--- config.mk ---
export PLATFORM = sky130hd
export DESIGN_NAME = reader_fifo
export DESIGN_NICKNAME = d
export VERILOG_FILES = /design/src/rtl/reader_fifo.sv
export SDC_FILE = /design/constraint.sdc
export NUM_CORES = 1
export LEC_CHECK = 0
export BUFFER_PORTS_ARGS = -buffer_cell sky130_fd_sc_hd__buf_2
export CORE_AREA = 5 5 215 217
export DETAILED_ROUTE_END_ITERATION = 10
export DIE_AREA = 0 0 220 222
export SLEW_MARGIN = 0
export SYNTH_ARGS = -nofsm -noshare
export SYNTH_HDL_FRONTEND = slang
export SYNTH_SLANG_ARGS = --single-unit
--- constraint.sdc ---
create_clock -name sclk -period 2.8 [get_ports sclk]
set_clock_uncertainty 0.2 [all_clocks]
set_input_delay 0.56 -clock sclk [delete_from_list [all_inputs] [get_ports sclk]]
set_output_delay 0.56 -clock sclk [all_outputs]
set_load 0.03 [all_outputs]
--- src/rtl/reader_fifo.sv ---
// reader_fifo: serial-in word deserialiser feeding a first-word-fall-through FIFO.
// Bits on mosi are sampled while enable is high and assembled into WIDTH-bit
// words (bit order set by MSB_FIRST). Completed words enter a 2**DEPTH_LOG2 FIFO
// with a valid/ready output. A word is dropped if it completes while the FIFO is full.
// Dropping a word sets the sticky overrun flag.
// If enable falls mid-word, the partial word is discarded and abort pulses.
// Optional feature macro: READER_PARITY_EN. Each frame then carries one
// even-parity bit after the data, and the head word's parity error appears on dout_perr.
module reader_fifo #(
  parameter int unsigned WIDTH      = 64,
  parameter int unsigned DEPTH_LOG2 = 2,
  parameter int unsigned MSB_FIRST  = 1
) (
  input  logic                  sclk,
  input  logic                  clear,
  input  logic                  enable,
  input  logic                  mosi,
  output logic [WIDTH-1:0]      dout,
  output logic                  dout_valid,
  input  logic                  dout_ready,
  output logic                  dout_perr,
  output logic [DEPTH_LOG2:0]   fifo_count,
  output logic                  overrun,
  output logic                  abort
);

  localparam int unsigned DEPTH = 1 << DEPTH_LOG2;
  localparam int unsigned PW    = DEPTH_LOG2;
  localparam int unsigned CW    = DEPTH_LOG2 + 1;
`ifdef READER_PARITY_EN
  localparam int unsigned FRAME = WIDTH + 1;
  localparam int unsigned EW    = WIDTH + 1;
`else
  localparam int unsigned FRAME = WIDTH;
  localparam int unsigned EW    = WIDTH;
`endif
  localparam int unsigned CNT_W = $clog2(FRAME);

  logic [CNT_W-1:0] bit_cnt;
  logic [WIDTH-1:0] shreg;
  logic [WIDTH-1:0] shreg_nxt;
  logic             last_bit;
  logic             pop;
  logic             full;
  logic             push_ok;
  logic [EW-1:0]    push_word;
  logic [EW-1:0]    mem [DEPTH];
  logic [PW-1:0]    wr_ptr;
  logic [PW-1:0]    rd_ptr;

  // Next shift-register value and frame-completion detection.
  always_comb begin
    shreg_nxt = shreg;
    if (MSB_FIRST != 0) begin
      shreg_nxt = {shreg[WIDTH-2:0], mosi};
    end else begin
      shreg_nxt = {mosi, shreg[WIDTH-1:1]};
    end
    last_bit = enable && (bit_cnt == CNT_W'(FRAME - 1));
`ifdef READER_PARITY_EN
    // The data is already complete when the parity bit arrives.
    push_word = {(^shreg) ^ mosi, shreg};
`else
    push_word = shreg_nxt;
`endif
  end

  assign full       = (fifo_count == CW'(DEPTH));
  assign dout_valid = (fifo_count != '0);
  assign pop        = dout_valid && dout_ready;
  // A push while full is still accepted when a pop frees the head slot on the same edge.
  assign push_ok    = last_bit && (!full || pop);

  assign dout = dout_valid ? mem[rd_ptr][WIDTH-1:0] : '0;
`ifdef READER_PARITY_EN
  assign dout_perr = dout_valid ? mem[rd_ptr][WIDTH] : 1'b0;
`else
  assign dout_perr = 1'b0;
`endif

  // Bit counter, shift register and abort pulse.
  always_ff @(posedge sclk) begin
    if (clear) begin
      bit_cnt <= '0;
      shreg   <= '0;
      abort   <= 1'b0;
    end else if (enable) begin
      abort <= 1'b0;
      if (last_bit) begin
        bit_cnt <= '0;
      end else begin
        bit_cnt <= bit_cnt + CNT_W'(1);
      end
`ifdef READER_PARITY_EN
      if (bit_cnt != CNT_W'(WIDTH)) begin
        shreg <= shreg_nxt;
      end
`else
      shreg <= shreg_nxt;
`endif
    end else if (bit_cnt != '0) begin
      bit_cnt <= '0;
      shreg   <= '0;
      abort   <= 1'b1;
    end else begin
      abort <= 1'b0;
    end
  end

  // FIFO pointers, occupancy and sticky overrun.
  always_ff @(posedge sclk) begin
    if (clear) begin
      wr_ptr     <= '0;
      rd_ptr     <= '0;
      fifo_count <= '0;
      overrun    <= 1'b0;
    end else begin
      if (push_ok) begin
        wr_ptr <= wr_ptr + PW'(1);
      end
      if (pop) begin
        rd_ptr <= rd_ptr + PW'(1);
      end
      if (push_ok && !pop) begin
        fifo_count <= fifo_count + CW'(1);
      end else if (pop && !push_ok) begin
        fifo_count <= fifo_count - CW'(1);
      end
      if (last_bit && !push_ok) begin
        overrun <= 1'b1;
      end
    end
  end

  // FIFO storage; contents are qualified by the occupancy count.
  always_ff @(posedge sclk) begin
    if (push_ok) begin
      mem[wr_ptr] <= push_word;
    end
  end

endmodule

==> flow_summary.toml, run 1 <==
[routing]
wl_per_cell_um = 18.6
drtIter0Drc = 449
vias_per_cell = 4.69
drc = 0
routed_wl_um = 27500
ant_nets = 0
first_pass_iters = 5
vias = 6946

[placed_design]
port_buffers = 74
dp_hpwl_um = 14600
gp_congestion = 0.684

[synthesis]
async_reset_ff_share_pct = 0
synth_top_family_by_area = "multiplexers"
synth-edff-count = 256
synthSimpleGateAreaFrac_pct = 10.8
synth_ff_type = "edfxtp_1"
ys_warn_count = 0
synth.most_common_cell = "edfxtp_1"
syn_area_um2 = 13000
synth_cell_types = 38
synth_top_area_share_pct = 58.9
avgSynthCellArea_um2 = 16.7
synth_top_area_cell = "edfxtp_1"
synth_nets = 794
synth_adder_area_share_pct = 0.825
synthMuxAreaShare_pct = 11.3
ys_seq_area_share_pct = 71.2
synth_cells = 781
synthXorXnorAreaFrac_pct = 0.470
synthTopCellsByArea = "edfxtp_1 59%, dfxtp_1 12%, mux4_2 11%"
synth_compound_area_share_pct = 2.97
synth-seq-cells = 336
synthTopCellsByCount = "256 x edfxtp_1, 80 x dfxtp_1, 68 x a21oi_1"

[timing]
fmax_mhz = 351
setup_viol = 28
tns_ns = -0.627
whs_ns = 0.101
slew_headroom_pct = 27.5
worstMarginPinSlew_ns = 1.09
finalHoldViolCount = 0
maxSlewViolCount = 0
layout_setup_ws_ns = -0.0518
post-route-period-util_pct = 102
finalCriticalPeriod_ns = 2.85
rsz0062_at_grt = "yes"

[clocking]
cts_hold_buffers = 0
clk_path_buf_depth = 3
h-tree-depth = 2
worst_skew_pair.late_latency_ns = 0.52
clk_pin_slew_ns = 0.06
cts-root-buf = "clkbuf_16"
numCtsBuffers = 35
cts_tree = "built"
cts_sinks = 336

[grt]
grt_overflow_total = 0
grt_use_total_pct = 11.3
grt_pass1_vias = 7239
grt_antenna_before_repair = 0
grt_pass1_wl_um = 43300
grt_max_degree = 92

[power]
ir_drop_uv = 357
p_per_area_nw_per_um2 = 621
leakagePower_nw = 5.38

[floorplanning]
dieArea_um2 = 48800
num_rows = 77
coreArea_um2 = 43900
die_x_um = 220
io_pins = 76
die_h_um = 222
initial_utilization_pct = 29.7

[cells_and_area]
drive_above_1_share_pct = 31.3
layout.nets = 876
fillCellCount = 4181
syn_to_final_growth_pct = 21.6
num_antenna_cells = 0

[critical_path]
reg2reg_slack_ns = 0.19
reg2reg_depth = 5
endpoint_kind = "output port"
startpoint_type = "flop"
critPathMaxFanout = 6
required_ns = 2.04
r2r-end = "mem[3][27]"
cp_data_arrival_time_ns = 2.09
criticalPathCategory = "flop to output port"
r2r-start = "bit_cnt[1]"

[job]
maxCapViolCount = 0

[hold_path]
holdPathStages = 1
hold_end = "mem[3][0]"
hold_class = "input port to flop"
min_from = "mosi"

[outcome]
status = "finished with violations"
violations = "negative setup slack"
==> where the power goes <==
| group | switching, mW | internal, mW | leakage [nW] |
|---|---|---|---|
| clock network | 1.85 | 2.57 | 0.543 |
| registers | 0.00477 | 5.29 | 3.27 |
| logic | 0.101 | 0.0360 | 1.56 |
| total | 1.96 | 7.90 | 5.38 |
==> how the worst max path moves through the flow <==
stage / start / to / slack, ns
2_1_floorplan: fifo_count[0] / mem[0][0] / 0.15
3_3_place_gp: dout_ready / fifo_count[2] / 0.008
3_5_place_dp: dout_ready / fifo_count[2] / 0.07
4_1_cts: flop / dout[26] / -0.11
5_1_grt: flop / dout[35] / -0.12
6_report: flop / dout[26] / -0.05
==> per-stage QoR <==
step	utilization [%]	total power, mW	area [um2]	worst slack, ns	cells
floorplan	-	5.50	13000	0.147	781
global placement	32.1	5.54	14100	0.00824	1407
detailed placement	32.1	5.54	14100	0.0739	1407
CTS	35.9	10.0	15800	-0.113	1481
global route	36.1	10.2	15900	-0.121	1482
finish	36.1	9.86	15900	-0.0518	1482
==> layout make-up <==
class | instances | area, um2 | share of cell area [%]
clock inverter | 17 | 120 | 0.757
timing repair buffer | 103 | 1140 | 7.16
sequential | 336 | 9300 | 58.6
clock buffer | 47 | 982 | 6.19
tap | 592 | 741 | 4.67
multi-input combinational | 382 | 3570 | 22.5
inverter | 5 | 18.8 | 0.118
==> layer usage <==
| metal | up-vias | part of all wire [%] | routed length [um] | track usage, % |
|---|---|---|---|---|
| li1 | 3187 | - | - | - |
| met4 | 0 | 1.7 | 475 | 2.84 |
| met1 | 3568 | 44 | 12200 | 15.6 |
| met2 | 155 | 49 | 13400 | 18.2 |
| met3 | 36 | 5.3 | 1460 | 2.42 |
| met5 | - | 0 | 0 | 0 |
==> cell usage in the layout, fill, tap and decap left out, drive strengths merged <==
master / count
nand3: 3
xor2: 6
clkinv: 14
buf: 100
nor2: 11
and2: 68
or4: 1
o31ai: 1
nor4b: 1
dfxtp: 80
xnor2: 1
mux2: 1
nand2b: 3
o311ai: 1
ha: 7
clkinvlp: 1
o21ai: 2
a21oi: 68
nor4: 1
mux4: 64
edfxtp: 256
bufinv: 1
nand4b: 65
fa: 1
or3: 2
o211ai: 1
a31oi: 1
inv: 6
and3: 2
clkbuf: 50
a211oi: 1
nor3: 1
nor3b: 1
nand2: 65
conb: 1
mux2i: 2
==> cell families (layout without fill, tap and decap cells) <==
kind of cell,count (synthesis),in the layout
adders and majority gates,8,8
muxes,67,67
AOI/OAI and AO/OA,75,75
other,1,1
buffers and inverters,63,172
DFF,336,336
xor gates and xnor gates,7,7
and+or+nand+nor,224,224
==> registers in the layout, summed over array words and instances, names as in the netlist, named ones only <==
register and flops:
wr_ptr 2, bit_cnt 6, rd_ptr 2, fifo_count 3, overrun 1, shreg 63, abort 1, mem 256
==> repair_timing <==
action	CTS	global route
buffers inserted	5	1
gates resized for setup	119	37
pin swaps	0	1
gates cloned	5	0
endpoints found under the hold margin	0	0
setup endpoints to repair	59	64
==> critical path, stage by stage (launching register included) <==
cell and delay (ns):
dfxtp_4 0.38, buf_12 0.12, buf_12 0.12, buf_16 0.13
mux4_2 0.51, and2_4 0.17, buf_6 0.13
Note: power is estimated with default switching activity, not from simulation.
==> run 2, diff against run 1 <==
--- a/config.mk
+++ b/config.mk
@@ -6,10 +6,11 @@
 export NUM_CORES = 1
 export LEC_CHECK = 0
 export BUFFER_PORTS_ARGS = -buffer_cell sky130_fd_sc_hd__buf_2
-export CORE_AREA = 5 5 215 217
+export CORE_AREA = 2 2 212 214
 export DETAILED_ROUTE_END_ITERATION = 10
-export DIE_AREA = 0 0 220 222
-export SLEW_MARGIN = 0
+export DIE_AREA = 0 0 214 216
+export SLEW_MARGIN = 40
 export SYNTH_ARGS = -nofsm -noshare
 export SYNTH_HDL_FRONTEND = slang
 export SYNTH_SLANG_ARGS = --single-unit
+export TNS_END_PERCENT = 5
==> flow_summary.toml, run 2 (synthesis gave the netlist of run 1 again) <==
[clocking]
numCtsBuffers = 37
clk_pin_slew_ns = 0.06
cts_sinks = 336
worst_skew_pair.late_latency_ns = 0.52
cts_hold_buffers = 0
cts-root-buf = "clkbuf_16"
cts_tree = "built"
h-tree-depth = 2
clk_path_buf_depth = 3

[routing]
routed_wl_um = 28600
drtIter0Drc = 495
wl_per_cell_um = 19.1
drc = 0
vias = 7011
first_pass_iters = 5
ant_nets = 0
vias_per_cell = 4.70

[power]
p_per_area_nw_per_um2 = 634
ir_drop_uv = 401
leakagePower_nw = 5.51

[floorplanning]
num_rows = 77
die_x_um = 214
coreArea_um2 = 43800
io_pins = 76
die_h_um = 216
initial_utilization_pct = 29.8
dieArea_um2 = 46200

[outcome]
violations = "negative setup slack"
status = "finished with violations"

[critical_path]
endpoint_kind = "output port"
startpoint_type = "flop"
critPathMaxFanout = 7
required_ns = 2.04
max_stage_delay_ns = 0.51
cp_data_arrival_time_ns = 2.10
critPathSlowestCell = "mux4_2"
criticalPathCategory = "flop to output port"
crit_chain = "buf_12, buf_12, buf_16, mux4_2, and2_4, buf_6"
crit_path_frequent_cell = "buf_12"

[placed_design]
dp_hpwl_um = 15200
port_buffers = 74
gp_congestion = 0.668

[timing]
finalHoldViolCount = 0
rsz0062_at_grt = "yes"
worstMarginPinSlew_ns = 0.754
post-route-period-util_pct = 102
whs_ns = 0.0974
layout_setup_ws_ns = -0.0594
maxSlewViolCount = 0
finalCriticalPeriod_ns = 2.86
fmax_mhz = 350
tns_ns = -0.685
slew_headroom_pct = 49.8
setup_viol = 27

[cells_and_area]
layout_common_cells = "256 x edfxtp_1, 76 x dfxtp_1, 68 x a21oi_1"
largest_reg_flops = 256
syn_to_final_growth_pct = 24.6
layout.nets = 885
layout_commonest_cell = "edfxtp_1"
top_register = "mem"
fillCellCount = 4076
drive_above_1_share_pct = 33.4
reg.largest.list = "mem: 256 flops, shreg: 63 flops, bit_cnt: 6 flops"

[grt]
grt_pass1_vias = 7202
grt_pass1_wl_um = 43900
grt_antenna_before_repair = 1
grt_use_total_pct = 12.3
grt_overflow_total = 0
grt_max_degree = 85

[job]
maxCapViolCount = 0

[hold_path]
hold_class = "input port to flop"
run 2: cell count changes in the layout (fill, tap and decap cells not counted), moves of 4 or more:
cell        delta
clkinvlp_4     +4
buf_6         +14
clkbuf_1       -5
buf_12         +8
buf_4          -5
buf_2          -7
run 2: report_power, final:
| part | internal (mW) | switching (mW) | leakage (nW) |
|---|---|---|---|
| Sequential | 5.29 | 0.00490 | 3.27 |
| Combinational | 0.0354 | 0.102 | 1.64 |
| Clock | 2.93 | 1.93 | 0.604 |
| Total | 8.26 | 2.04 | 5.51 |
run 2: metal layers:
metal  part of all wire [%]  GRT usage, %  up-vias
li1                       -             -     3206
met1                     45          16.4     3640
met2                     48          20.1      131
met3                    4.5          2.85       34
met4                    2.0          3.94        0
met5                      0             0        -
run 2: path summary, 6_finish.rpt:
path | start | endpoint | slack [ns] | cells after the start
setup / recovery | flop | dout[44] | -0.06 | 6
hold reg to reg | overrun | overrun | 0.29 | 2
setup reg to reg | bit_cnt[1] | fifo_count[2] | 0.19 | 10
hold / removal | mosi | mem[3][0] | 0.1 | 1
run 2: worst max-delay path: cells and delay by family (launching register included):
kind	cells	cell delay (ns)
buffers and inverters	4	0.51
flip-flops	1	0.39
multiplexers	1	0.51
AND/OR/NAND/NOR	1	0.17
run 2: final cells by class:
class	count	area [um2]	share of cell area, %
flip-flops and latches	336	9300	57.2
multi-input cells	382	3580	22.0
repair buffers	110	1370	8.44
clock buffers	45	1040	6.39
well taps	592	741	4.56
clock inverters	22	205	1.26
inverters	5	18.8	0.115
diodes	1	2.50	0.0154
run 2: timing repair:
action | in CTS | in global routing
endpoints found under the setup margin | 64 | 61
pin swaps | 10 | 0
setup buffers | 6 | 0
resized for setup | 168 | 3
cloned | 7 | 0
run 2: metrics by stage:
stage                     setup WS (ns)  cell area (um2)  cells  utilization, %  power, mW
after global placement           0.0403            14100   1405            32.1       5.54
after floorplan                   0.147            13000    781               -       5.50
final                           -0.0594            16300   1493            37.1       10.3
after detailed placement         0.0572            14200   1413            32.5       5.54
after global routing             -0.132            16300   1492            37.1       10.6
after CTS                        -0.107            16300   1493            37.1       10.4
==> run 3, diff against run 2 <==
--- a/config.mk
+++ b/config.mk
@@ -5,11 +5,11 @@
 export SDC_FILE = /design/constraint.sdc
 export NUM_CORES = 1
 export LEC_CHECK = 0
-export BUFFER_PORTS_ARGS = -buffer_cell sky130_fd_sc_hd__buf_2
+export BUFFER_PORTS_ARGS = -buffer_cell sky130_fd_sc_hd__buf_4
 export CORE_AREA = 2 2 212 214
 export DETAILED_ROUTE_END_ITERATION = 10
 export DIE_AREA = 0 0 214 216
-export SLEW_MARGIN = 40
+export HOLD_SLACK_MARGIN = 0.02
 export SYNTH_ARGS = -nofsm -noshare
 export SYNTH_HDL_FRONTEND = slang
 export SYNTH_SLANG_ARGS = --single-unit
==> flow_summary.toml, run 3 (synthesis gave the netlist of run 1 again) <==
[outcome]
status = "finished with violations"
violations = "negative setup slack"

[timing]
layout_setup_ws_ns = -0.0371
post-route-period-util_pct = 101
whs_ns = 0.0622
finalCriticalPeriod_ns = 2.84
maxSlewViolCount = 0
finalHoldViolCount = 0
rsz0062_at_grt = "yes"
fmax_mhz = 352
setup_viol = 7
worstMarginPinSlew_ns = 1.22
tns_ns = -0.0885
slew_headroom_pct = 18.6

[cells_and_area]
syn_to_final_growth_pct = 23.8
layout_common_cells = "256 x edfxtp_1, 78 x dfxtp_1, 68 x a21oi_1"
layout.nets = 885
final_cell_count_no_fill = 1493
top_register = "mem"
drive_above_1_share_pct = 32.8
largest_reg_flops = 256
reg.largest.list = "mem: 256 flops, shreg: 63 flops, bit_cnt: 6 flops"
layout_commonest_cell = "edfxtp_1"
fillCellCount = 4097

[placed_design]
port_buffers = 74
gp_congestion = 0.657
placed_cells = 1414
dp_hpwl_um = 14700

[critical_path]
crit_chain = "buf_12, buf_16, mux4_2, and2_4, buf_6"
required_ns = 2.04
critPathMaxFanout = 7
cp_data_arrival_time_ns = 2.08
startpoint_type = "flop"
endpoint_kind = "output port"
criticalPathCategory = "flop to output port"
critPathSlowestCell = "mux4_2"
crit_family = "multiplexers"
max_stage_delay_ns = 0.55
path_buf_inv = 3

[clocking]
numCtsBuffers = 36
worst_skew_pair.late_latency_ns = 0.51
h-tree-depth = 2
cts_sinks = 336
cts_tree = "built"
clk_path_buf_depth = 3
cts-root-buf = "clkbuf_16"
clk_pin_slew_ns = 0.06

[hold_path]
hold_class = "input port to flop"

[power]
p_per_area_nw_per_um2 = 615
leakagePower_nw = 5.45
ir_drop_uv = 356

[routing]
first_pass_iters = 5
wl_per_cell_um = 18.3
ant_nets = 0
vias = 6969
drtIter0Drc = 505
drc = 0
routed_wl_um = 27300
vias_per_cell = 4.67

[floorplanning]
die_h_um = 216
num_rows = 77
initial_utilization_pct = 29.8
die_x_um = 214
dieArea_um2 = 46200
io_pins = 76
coreArea_um2 = 43800

[grt]
grt_max_degree = 133
grt_antenna_before_repair = 1
grt_use_total_pct = 11.8
grt_pass1_wl_um = 42500
grt_pass1_vias = 7144
grt_overflow_total = 0

[job]
maxCapViolCount = 0
-- run 3: cell types whose count changed in the layout (fill, tap and decap cells not counted), sizes merged --
cell	before	now
inv	6	8
clkinvlp	5	2
clkbuf	45	53
buf	110	108
clkinv	13	9
bufinv	3	2
-- run 3: power breakdown --
| part | total [mW] | internal [mW] | switching [mW] |
|---|---|---|---|
| logic | 0.134 | 0.0354 | 0.0987 |
| registers | 5.30 | 5.29 | 0.00480 |
| clock network | 4.50 | 2.66 | 1.84 |
| total | 9.93 | 7.99 | 1.94 |
-- run 3: worst register-to-register path: cells and delay by family, from the launching register on --
family / cells / cell delay, ns
fa+ha+maj: 3 / 0.73
xor+xnor: 1 / 0.17
buf+inv: 2 / 0.20
flops: 1 / 0.39
compound gates: 1 / 0.14
simple gates: 3 / 0.67
-- run 3: repair_timing --
action	4_1_cts	5_1_grt
endpoints found under the setup margin	64	60
buffers inserted	7	0
cloned	3	3
resized for setup	24	104
pin swaps	4	2
hold buffers	0	0
-- run 3: cell type report --
cell class              count  area [um2]  area share (%)
diodes                      1        2.50          0.0155
clock inverters            16         140           0.868
flip-flops and latches    336        9300            57.6
well taps                 592         741            4.59
repair buffers            111        1360            8.40
inverters                   5        18.8           0.116
clock buffers              50         985            6.10
multi-input cells         382        3600            22.3
-- run 3: final timing paths --
| check | slack, ns | to | from | cells after the start |
|---|---|---|---|---|
| worst max-delay path | -0.04 | dout[40] | flop | 5 |
| worst min register to register | 0.31 | shreg[7] | shreg[6] | 2 |
| worst min-delay path | 0.06 | mem[0][0] | mosi | 1 |
| worst max register to register | 0.22 | fifo_count[2] | bit_cnt[1] | 10 |
-- run 3: stage by stage --
stage	total power [mW]	setup slack, ns	utilization, %	area (um2)
5_1_grt	10.3	-0.105	36.8	16100
3_3_place_gp	5.54	0.153	32.8	14400
4_1_cts	10.1	-0.0845	35.9	15700
6_report	9.93	-0.0371	36.8	16100
2_1_floorplan	5.50	0.147	-	13000
3_5_place_dp	5.54	0.152	32.8	14400
-- run 3: routing by layer --
metal	track usage (%)	vias to the layer above	part of all wire (%)	wire [um]
met5	0	-	0	0
met4	3.10	0	1.5	405
met3	2.68	30	4.5	1220
met2	19.3	126	48	13200
met1	15.8	3612	46	12500
li1	-	3201	-	-
